File: src/rtl/reg_spec_pipe.sv
// Register-specifier decode with DEPTH-stage in-flight destination tracking, RAW stall and
// late overflow redirect. Define REG_SPEC_WB_BYPASS_EN to drop the last stage from hazard matching.
module reg_spec_pipe #(
  parameter int INSN_W     = 32,
  parameter int REG_W      = 5,
  parameter int DEPTH      = 3,
  parameter int OVF_STAGE  = 0,
  parameter int STATUS_REG = 30,
  parameter int LINK_REG   = 31,
  parameter int RD_LSB     = 22,
  parameter int RS_LSB     = 17,
  parameter int RT_LSB     = 12,
  parameter int CNT_W      = 16
) (
  input  logic              clock,
  input  logic              reset,
  input  logic              issue_valid,
  input  logic [INSN_W-1:0] issue_insn,
  input  logic              wr_en,
  input  logic              rd_a_en,
  input  logic              rd_b_en,
  input  logic              setx_en,
  input  logic              jal_en,
  input  logic              rd_rs_cmp,
  input  logic              bex_en,
  input  logic              ovf,
  input  logic              flush,
  output logic [REG_W-1:0]  ctrl_a,
  output logic [REG_W-1:0]  ctrl_b,
  output logic [REG_W-1:0]  ctrl_write,
  output logic              stall,
  output logic              wb_valid,
  output logic [REG_W-1:0]  wb_ctrl_write,
  output logic [CNT_W-1:0]  stall_count
);

`ifdef REG_SPEC_WB_BYPASS_EN
  localparam int HZ_STAGES = DEPTH - 1;
`else
  localparam int HZ_STAGES = DEPTH;
`endif

  logic [DEPTH-1:0]            v_reg, v_next;
  logic [DEPTH-1:0][REG_W-1:0] dst_reg, dst_next;
  logic [CNT_W-1:0]            stall_count_reg, stall_count_next;
  logic [DEPTH-1:0]            match_a, match_b;
  logic                        hz_a, hz_b, issue_take;
  logic [REG_W-1:0]            status_id, link_id;
  logic                        unused_ok;

  assign status_id = REG_W'(STATUS_REG);
  assign link_id   = REG_W'(LINK_REG);

  // Only the specifier fields of the instruction word matter here.
  assign unused_ok = ^{issue_insn, ovf};

  always_comb begin
    ctrl_write = setx_en ? status_id :
                 jal_en  ? link_id   : issue_insn[RD_LSB +: REG_W];
    ctrl_b     = bex_en    ? status_id :
                 rd_rs_cmp ? issue_insn[RD_LSB +: REG_W] : issue_insn[RT_LSB +: REG_W];
    ctrl_a     = bex_en ? '0 : issue_insn[RS_LSB +: REG_W];
  end

  genvar gi;
  generate
    for (gi = 0; gi < DEPTH; gi++) begin : g_hz
      if (gi < HZ_STAGES) begin : g_on
        assign match_a[gi] = v_reg[gi] && (dst_reg[gi] == ctrl_a);
        assign match_b[gi] = v_reg[gi] && (dst_reg[gi] == ctrl_b);
      end else begin : g_off
        assign match_a[gi] = 1'b0;
        assign match_b[gi] = 1'b0;
      end
    end
  endgenerate

  assign hz_a       = rd_a_en && (ctrl_a != '0) && (|match_a);
  assign hz_b       = rd_b_en && (ctrl_b != '0) && (|match_b);
  assign stall      = issue_valid && (hz_a || hz_b) && !flush;
  assign issue_take = issue_valid && !stall && !flush;

  // Register 0 is never marked live, so it can never become a hazard source.
  assign v_next[0]   = issue_take && wr_en && (ctrl_write != '0);
  assign dst_next[0] = issue_take ? ctrl_write : '0;

  generate
    for (gi = 1; gi < DEPTH; gi++) begin : g_stage
      if (gi == OVF_STAGE + 1) begin : g_ovf
        // Overflow turns whatever leaves OVF_STAGE into a live status-register write.
        assign v_next[gi]   = !flush && (ovf || v_reg[gi-1]);
        assign dst_next[gi] = flush ? '0 : (ovf ? status_id : dst_reg[gi-1]);
      end else begin : g_plain
        assign v_next[gi]   = !flush && v_reg[gi-1];
        assign dst_next[gi] = flush ? '0 : dst_reg[gi-1];
      end
    end
  endgenerate

  assign stall_count_next = (stall && (stall_count_reg != '1)) ?
                            stall_count_reg + CNT_W'(1) : stall_count_reg;

  always_ff @(posedge clock or negedge reset) begin
    if (!reset) begin
      v_reg           <= '0;
      dst_reg         <= '0;
      stall_count_reg <= '0;
    end else begin
      v_reg           <= v_next;
      dst_reg         <= dst_next;
      stall_count_reg <= stall_count_next;
    end
  end

  assign wb_valid      = v_reg[DEPTH-1];
  assign wb_ctrl_write = v_reg[DEPTH-1] ? dst_reg[DEPTH-1] : '0;
  assign stall_count   = stall_count_reg;

endmodule

File: config.mk
export PLATFORM = sky130hd
export DESIGN_NAME = reg_spec_pipe
export DESIGN_NICKNAME = d
export VERILOG_FILES = /design/src/rtl/reg_spec_pipe.sv
export SDC_FILE = /design/constraint.sdc
export NUM_CORES = 1
export LEC_CHECK = 0
export ABC_AREA = 1
export BUFFER_PORTS_ARGS = -buffer_cell sky130_fd_sc_hd__buf_2
export CAP_MARGIN = 25
export CORE_ASPECT_RATIO = 0.7
export CORE_MARGIN = 2
export CORE_UTILIZATION = 54
export DETAILED_ROUTE_END_ITERATION = 8
export GPL_TIMING_DRIVEN = 0
export PLACE_DENSITY = 0.85
export SLEW_MARGIN = 15
export SYNTH_ARGS = -nofsm -noshare
export SYNTH_HDL_FRONTEND = slang
export SYNTH_SLANG_ARGS = --single-unit
File: constraint.sdc
create_clock -name clock -period 3.3 [get_ports clock]
set_input_delay 0.66 -clock clock [delete_from_list [all_inputs] [get_ports clock]]
set_output_delay 0.66 -clock clock [all_outputs]
set_load 0.02 [all_outputs]
==> results of run 1 <==
path summary, 6_finish.rpt:
kind | from | end | slack (ns) | depth (start not counted)
setup / recovery | bex_en | stall | 0.45 | 12
hold / removal | reset | stall_count[4] | 0.42 | 1
setup reg to reg | stall_count[0] | stall_count[2] | 1.06 | 10
hold reg to reg | dst_reg[8] | dst_reg[13] | 0.54 | 2
max in group asynchronous | reset | v_reg[0] | 2.39 | 1
min in group clock | dst_reg[8] | dst_reg[13] | 0.54 | 2
critical path: cells and delay by family:
kind	cells	cell delay (ns)
AO/OA/AOI/OAI	2	0.27
buffers and inverters	5	0.73
AND/OR/NAND/NOR	5	0.54
cell type report:
class | count | area share
Multi-Input combinational cell | 253 | 0.463
Sequential cell | 34 | 0.297
Timing Repair Buffer | 64 | 0.112
Inverter | 42 | 0.0551
Clock buffer | 7 | 0.0302
Tap cell | 55 | 0.0241
Buffer | 7 | 0.0166
Clock inverter | 1 | 0.00175
Yosys cell counts, types with 2 or more instances:
| cell | instances |
|---|---|
| sky130_fd_sc_hd__clkbuf_1 | 2 |
| sky130_fd_sc_hd__nand3_2 | 4 |
| sky130_fd_sc_hd__nand2_4 | 2 |
| sky130_fd_sc_hd__nor4_1 | 2 |
| sky130_fd_sc_hd__o22ai_1 | 2 |
| sky130_fd_sc_hd__a21oi_1 | 9 |
| sky130_fd_sc_hd__buf_6 | 2 |
| sky130_fd_sc_hd__buf_2 | 2 |
| sky130_fd_sc_hd__nor3_1 | 3 |
| sky130_fd_sc_hd__nand4_1 | 31 |
| sky130_fd_sc_hd__o21ai_0 | 5 |
| sky130_fd_sc_hd__nand3_1 | 14 |
| sky130_fd_sc_hd__clkinv_1 | 2 |
| sky130_fd_sc_hd__nand3_4 | 4 |
| sky130_fd_sc_hd__nor2_1 | 47 |
| sky130_fd_sc_hd__inv_1 | 38 |
| sky130_fd_sc_hd__nand2_1 | 96 |
| sky130_fd_sc_hd__nand2_2 | 6 |
| sky130_fd_sc_hd__inv_2 | 2 |
| sky130_fd_sc_hd__xnor2_1 | 7 |
| sky130_fd_sc_hd__dfrtp_1 | 34 |
| sky130_fd_sc_hd__xor2_1 | 13 |
logic make-up (layout without fill, tap and decap cells):
logic type | count (synthesis) | count (layout) | share of synthesized area
and+or+nand+nor | 212 | 212 | 0.430
buffers and inverters | 49 | 121 | 0.0862
DFF | 34 | 34 | 0.358
AOI/OAI and AO/OA | 20 | 20 | 0.0478
xor gates and xnor gates | 20 | 20 | 0.0736
adders and majority gates | 1 | 1 | 0.00526
power by group:
| part | total, mW | internal [mW] | switching (mW) |
|---|---|---|---|
| Sequential | 0.459 | 0.435 | 0.0241 |
| Clock | 0.318 | 0.168 | 0.150 |
| Combinational | 0.205 | 0.0679 | 0.137 |
| Total | 0.982 | 0.671 | 0.311 |
metal layers:
layer,share of wire,vias up,wire length [um]
met1,0.47,1270,3080
met3,0.10,7,671
met4,0.0068,0,45
met2,0.43,143,2810
met5,0,-,0
li1,-,1242,-
through the flow:
step	instance area (sq um)	worst slack [ns]	util
after floorplan	2380	0.658	-
after global placement	2770	0.494	0.647
after detailed placement	2770	0.467	0.647
after CTS	2860	0.462	0.668
after global routing	2860	0.330	0.668
final	2860	0.445	0.668
==> impl_results.rst, run 1 <==
.. list-table::
   :header-rows: 1

   * - Metric
     - Value
   * - Setup TNS
     - 0 ns
   * - Number of max-cap violations
     - 0
   * - Final weighted congestion of routability-driven global placement
     - between 0.9 and 1
   * - CTS tree
     - built
   * - Most common cell after layout, fill and taps aside
     - sky130_fd_sc_hd__nand2_1
   * - Number of port buffers
     - between 60 and 70
   * - Clock latency on the worst-skew pair
     - slightly below 0.3 ns
   * - Number of distinct library cell variants in the gate-level netlist after synthesis
     - 31
   * - Antenna diode instance count
     - 0
   * - Top-Level Pins
     - 82
   * - Total number of clock tree sinks
     - 34
   * - Area Growth Syn to Fin
     - 20.2%
   * - Synthesized area per cell
     - a little over 7 sq um
   * - Core region area
     - 4280 sq um
   * - Yosys warning total
     - 0
   * - Antenna violations before repair
     - 0
   * - Slowest CP cell
     - sky130_fd_sc_hd__buf_6
   * - Average vias per placed instance
     - 5.75
   * - Pwr/cell area
     - between 300 and 400 nW/um^2
   * - Worst relative slew slack
     - 0.508
   * - Cells after synthesis
     - ~340
   * - Die Area
     - a little under 5000 sq um
   * - Number of synthesized flops with an enable pin
     - 0
   * - Grt total ovfl
     - 0
   * - Outcome
     - finished, final reports clean
   * - Max Clock Freq
     - 0.350 GHz
   * - 1st-iter DRT viols
     - a little under 300
   * - Average routed wire per standard cell
     - approximately 14 um
   * - Cell types with the largest area share after synthesis
     - sky130_fd_sc_hd__dfrtp_1 36%, sky130_fd_sc_hd__nand2_1 15%, sky130_fd_sc_hd__nand4_1 8.1%, sky130_fd_sc_hd__nor2_1 7.4%, sky130_fd_sc_hd__inv_1 6.0%
   * - Share of synthesized area occupied by flip-flops and latches
     - 0.358
   * - Cells traversed along the worst timing path
     - buf_2 -> inv_2 -> buf_6 -> nand2_2 -> inv_1 -> o22ai_1 -> nor2_1 -> nand3_1 -> nand3_1 -> nand2_1 -> a21oi_1 -> buf_2
   * - Count of instances resized after the clock tree is built
     - 0
   * - Via count of the first global-routing pass
     - approximately 2,200
   * - Remaining antenna violation count
     - 0
   * - Number of post-CTS setup repair buffers
     - 0
   * - Post-layout nets
     - between 400 and 500
   * - Area of the multi-input gates
     - roughly 1300 sq um
   * - Initial Util
     - 0.556
   * - Total power draw
     - roughly 0.98 mW
   * - Top Usage Layer GRT
     - met1
   * - Sequential cell area
     - ~850 sq um
   * - Final-report hold violation count
     - 0
   * - Worst Tran Pin Value
     - between 0.7 and 0.8 ns
   * - Net Count, Synth
     - roughly 380
   * - Count of hold buffers inserted by post-cts repair
     - 0
   * - Arrival time worst endpoint
     - around 2.2 ns
   * - Top cell type's share of synthesized area
     - 0.358
   * - CTS root buf
     - sky130_fd_sc_hd__clkbuf_8
   * - Worst-path fanout max
     - 10
   * - Final period util
     - 0.865
   * - Hold Path Class
     - in -> async
   * - Total leakage power
     - between 1.5 and 2 nW
   * - Met1 Track Usage GR
     - 0.396
   * - Setup Skew
     - roughly 0.0085 ns
   * - Number of search-and-repair iterations in the first detailed-routing pass
     - 6
   * - Hold Worst Slack
     - around 0.42 ns
   * - Inserted Clock Buffers
     - 5
   * - Largest area contributor in the synthesized netlist
     - sky130_fd_sc_hd__dfrtp_1
   * - Via count
     - 2,662
   * - Seq cells post-synth
     - 34
   * - Post-DP HPWL
     - around 5100 um
   * - Element type at the critical path end
     - output port
   * - Startpoint class of the critical path
     - primary input
   * - Fraction of final layout cells sized beyond drive strength 1
     - 0.233
   * - Ys async rst share
     - 1.00
   * - Combined area of all synthesized cells
     - around 2400 sq um
   * - CTS H-tree lvls
     - 2
   * - Maximum cell stage delay along the critical path
     - around 0.18 ns
   * - Number of max-slew violations in the final report
     - 0
   * - Total detailed-routing wirelength
     - 6610 um
   * - Data required time of the worst path
     - 2.64 ns
   * - Width of the die
     - between 80 and 90 um
   * - Largest net degree at the start of global routing
     - 35
   * - Placed insts
     - ~460
   * - CP Class
     - in -> out
   * - Final critical delay including setup and external delays
     - approximately 2.9 ns
   * - Unrepaired setup endpoints after global routing
     - no
   * - Met2 global-route usage
     - 0.393
   * - Commonest cells after routing, fill and taps aside
     - 96 x sky130_fd_sc_hd__nand2_1, 66 x sky130_fd_sc_hd__buf_2, 47 x sky130_fd_sc_hd__nor2_1
   * - Count of unresolved DRC violations after routing
     - 0
   * - Final Setup Violations
     - 0
   * - Overall die height
     - approximately 60 um
   * - Flip-flop count of the largest register, all copies and words added
     - 16
   * - Top_reg_cell synth
     - sky130_fd_sc_hd__dfrtp_1
   * - Aggregate global-route resource usage
     - 0.268
   * - Final cell count without fillers
     - about 460
   * - Count of filler cells inserted in the layout
     - 373
   * - Clock Tree Buf Depth
     - 2
   * - Clock slew at the register clock pins of the worst setup and hold paths
     - ~0.07 ns
   * - First-pass GRT wire length
     - slightly above 10,000 um
   * - Met3 usage in global routing
     - 0.0780
   * - Worst VDD drop
     - ~0.25 mV
   * - Total number of placement rows
     - 20
(Power assumes the default switching activity.)
==> inputs of run 2 (changes only) <==
CORE_UTILIZATION = 46   (was 54)
PLACE_DENSITY = 0.77   (was 0.85)
clock period = 2.5 ns   (was 3.3 ns; I/O delays follow)
==> run 2 against run 1 <==
Effect of this change:
- count of clock-buffer cells in the layout unchanged
- core utilization fell by 7.1 points
- critical path depth unchanged
- routed wire length grew 1.5%
- design area up 2.0%
- via count decreased by 5.3%
- sequential cell count is the same
- clock skew shrank 0.00083 ns
- cell count is 3.0% higher
- worst hold slack lost 0.15 ns
- global-route usage fell by 2.6 points
- critical endpoint unchanged
- largest power group unchanged
==> impl_results.rst, run 2 (same netlist as run 1, synthesis figures left out) <==
.. list-table::
   :header-rows: 1

   * - Metric
     - Value
   * - Outcome
     - finished, final reports clean
   * - Total number of clock tree sinks
     - 34
   * - Remaining antenna violation count
     - 0
   * - Hold Path Class
     - in -> async
   * - Max Clock Freq
     - roughly 0.42 GHz
   * - Aggregate global-route resource usage
     - 0.242
   * - Antenna diode instance count
     - 0
   * - Post-DP HPWL
     - 5200 um
   * - CTS H-tree lvls
     - 2
   * - Final critical delay including setup and external delays
     - around 2.4 ns
   * - Total number of placement rows
     - 21
   * - Width of the die
     - approximately 90 um
   * - Count of unresolved DRC violations after routing
     - 0
   * - Data required time of the worst path
     - 2.00 ns
   * - First-pass GRT wire length
     - roughly 11,000 um
   * - Number of port buffers
     - 64
   * - Clock Tree Buf Depth
     - 2
   * - Number of max-cap violations
     - 0
   * - Place WS
     - -0.0499 ns
   * - Fraction of final layout cells sized beyond drive strength 1
     - 0.248
   * - Flip-flop count of the largest register, all copies and words added
     - 16
   * - Average vias per placed instance
     - 5.28
   * - Worst relative slew slack
     - 0.498
   * - CTS tree
     - built
   * - Top-Level Pins
     - 82
   * - Internal reg-to-reg setup slack
     - 0.25 ns
   * - Number of cells traversed by the worst register-to-register path
     - 9
   * - Number of search-and-repair iterations in the first detailed-routing pass
     - 5
   * - Most common cell after layout, fill and taps aside
     - sky130_fd_sc_hd__nand2_1
   * - Worst Tran Pin Value
     - between 0.7 and 0.8 ns
   * - Grt total ovfl
     - 0
   * - Worst setup path startpoint
     - rd_rs_cmp
   * - Total leakage power
     - between 1.5 and 2 nW
   * - 1st-iter DRT viols
     - between 200 and 250
   * - Antenna violations before repair
     - 0
   * - Via count of the first global-routing pass
     - about 2,200
   * - Commonest cells after routing, fill and taps aside
     - 93 x sky130_fd_sc_hd__nand2_1, 65 x sky130_fd_sc_hd__buf_2, 46 x sky130_fd_sc_hd__nor2_1
   * - Clock latency on the worst-skew pair
     - slightly below 0.3 ns
   * - Worst VDD drop
     - between 0.2 and 0.25 mV
   * - Inserted Clock Buffers
     - 5
   * - Average routed wire per standard cell
     - about 14 um
   * - Overall die height
     - between 60 and 70 um
   * - Arrival time worst endpoint
     - roughly 1.9 ns
   * - Largest net degree at the start of global routing
     - 35
   * - Final weighted congestion of routability-driven global placement
     - slightly above 0.9
   * - Clock slew at the register clock pins of the worst setup and hold paths
     - roughly 0.070 ns
   * - Count of filler cells inserted in the layout
     - 465
   * - Final cell count without fillers
     - roughly 480
   * - Number of max-slew violations in the final report
     - 0
   * - Post-layout nets
     - between 400 and 500
   * - Die Area
     - 5770 sq um
   * - Setup Skew
     - 0.00771 ns
   * - Unrepaired setup endpoints after global routing
     - no
   * - Via count
     - 2,520
   * - PnR worst setup slack
     - between 0.1 and 0.15 ns
   * - Maximum cell stage delay along the critical path
     - approximately 0.17 ns
   * - Startpoint class of the critical path
     - primary input
   * - Beginning of the worst register-to-register path
     - stall_count[0]
   * - Pwr/cell area
     - ~450 nW/um^2
   * - Worst-path fanout max
     - 7
   * - CP Class
     - in -> out
   * - Total detailed-routing wirelength
     - approximately 6700 um
   * - RR Endpoint
     - stall_count[10]
   * - CTS root buf
     - sky130_fd_sc_hd__clkbuf_8
   * - Critical path buffer and inverter count
     - 3
   * - Final-report hold violation count
     - 0
   * - Number of post-CTS setup repair buffers
     - 0
   * - Final period util
     - 0.959
   * - Area Growth Syn to Fin
     - 22.6%
   * - Kind of cell adding the most delay to the critical path
     - simple AND/OR/NAND/NOR gates
   * - Element type at the critical path end
     - output port
   * - Final Setup Violations
     - 0
   * - Placed insts
     - between 400 and 500
   * - Core region area
     - about 4900 sq um
   * - Cells traversed along the worst timing path
     - buf_2 -> inv_2 -> nand2_2 -> nand3_4 -> nand2_1 -> nand2_1 -> nor2_1 -> nand3_1 -> nand3_2 -> nand2_2 -> a21oi_2 -> buf_4
   * - Initial Util
     - 0.487
   * - Slowest CP cell
     - sky130_fd_sc_hd__buf_2
[run 2: area by class of cell]
type	instances	area, sq um	area share
buffer	7	51.3	0.0176
clock buffer	7	86.3	0.0296
clock inverter	1	5.00	0.00172
inverter	42	160	0.0549
multi-input combinational	253	1360	0.464
sequential	34	851	0.292
tap	69	86.3	0.0296
timing repair buffer	64	323	0.111
[run 2: how the worst max path moves through the flow]
stage	slack, ns	cells past startpoint	endpoint
floorplan	0.18	10	stall
global placement	-0.04	12	stall
detailed placement	-0.05	12	stall
CTS	0.002	12	stall
global route	0.01	10	stall
finish	0.10	12	stall
[run 2: worst reg2reg max path: stages, from the launching register on]
cell,delay (ns)
sky130_fd_sc_hd__dfrtp_1,0.45
sky130_fd_sc_hd__ha_1,0.21
sky130_fd_sc_hd__nand3_1,0.12
sky130_fd_sc_hd__nor2_1,0.32
sky130_fd_sc_hd__nand2_1,0.18
sky130_fd_sc_hd__nor3_2,0.17
sky130_fd_sc_hd__nand3_2,0.22
sky130_fd_sc_hd__buf_2,0.27
sky130_fd_sc_hd__nand4_1,0.14
sky130_fd_sc_hd__nand2_1,0.06
[run 2: layer usage]
layer | track usage | share of wire | vias up
met1 | 0.369 | 0.50 | 1159
met5 | 0 | 0 | -
met2 | 0.346 | 0.41 | 114
li1 | - | - | 1235
met3 | 0.0483 | 0.075 | 12
met4 | 0.0692 | 0.014 | 0
[run 2: repair_timing]
action / CTS / global route
endpoints found under the setup margin: 1 / 1
hold buffers: 0 / 0
gates resized for setup: 3 / 9
[run 2: stage by stage]
step                      power, mW  TNS [ns]  area (sq um)  hold slack [ns]  utilization
after detailed placement      0.878   -0.0499          2790            0.514        0.570
final                          1.31         0          2920            0.276        0.597
after global placement        0.873   -0.0391          2790            0.516        0.570
after global routing           1.38         0          2920            0.330        0.597
after floorplan               0.776         0          2380            0.204            -
after CTS                      1.29         0          2880            0.299        0.590
[run 2: report_power, final]
part	internal, mW	total, mW	switching [mW]
Sequential	0.573	0.604	0.0301
Clock	0.222	0.425	0.203
Combinational	0.0924	0.276	0.184
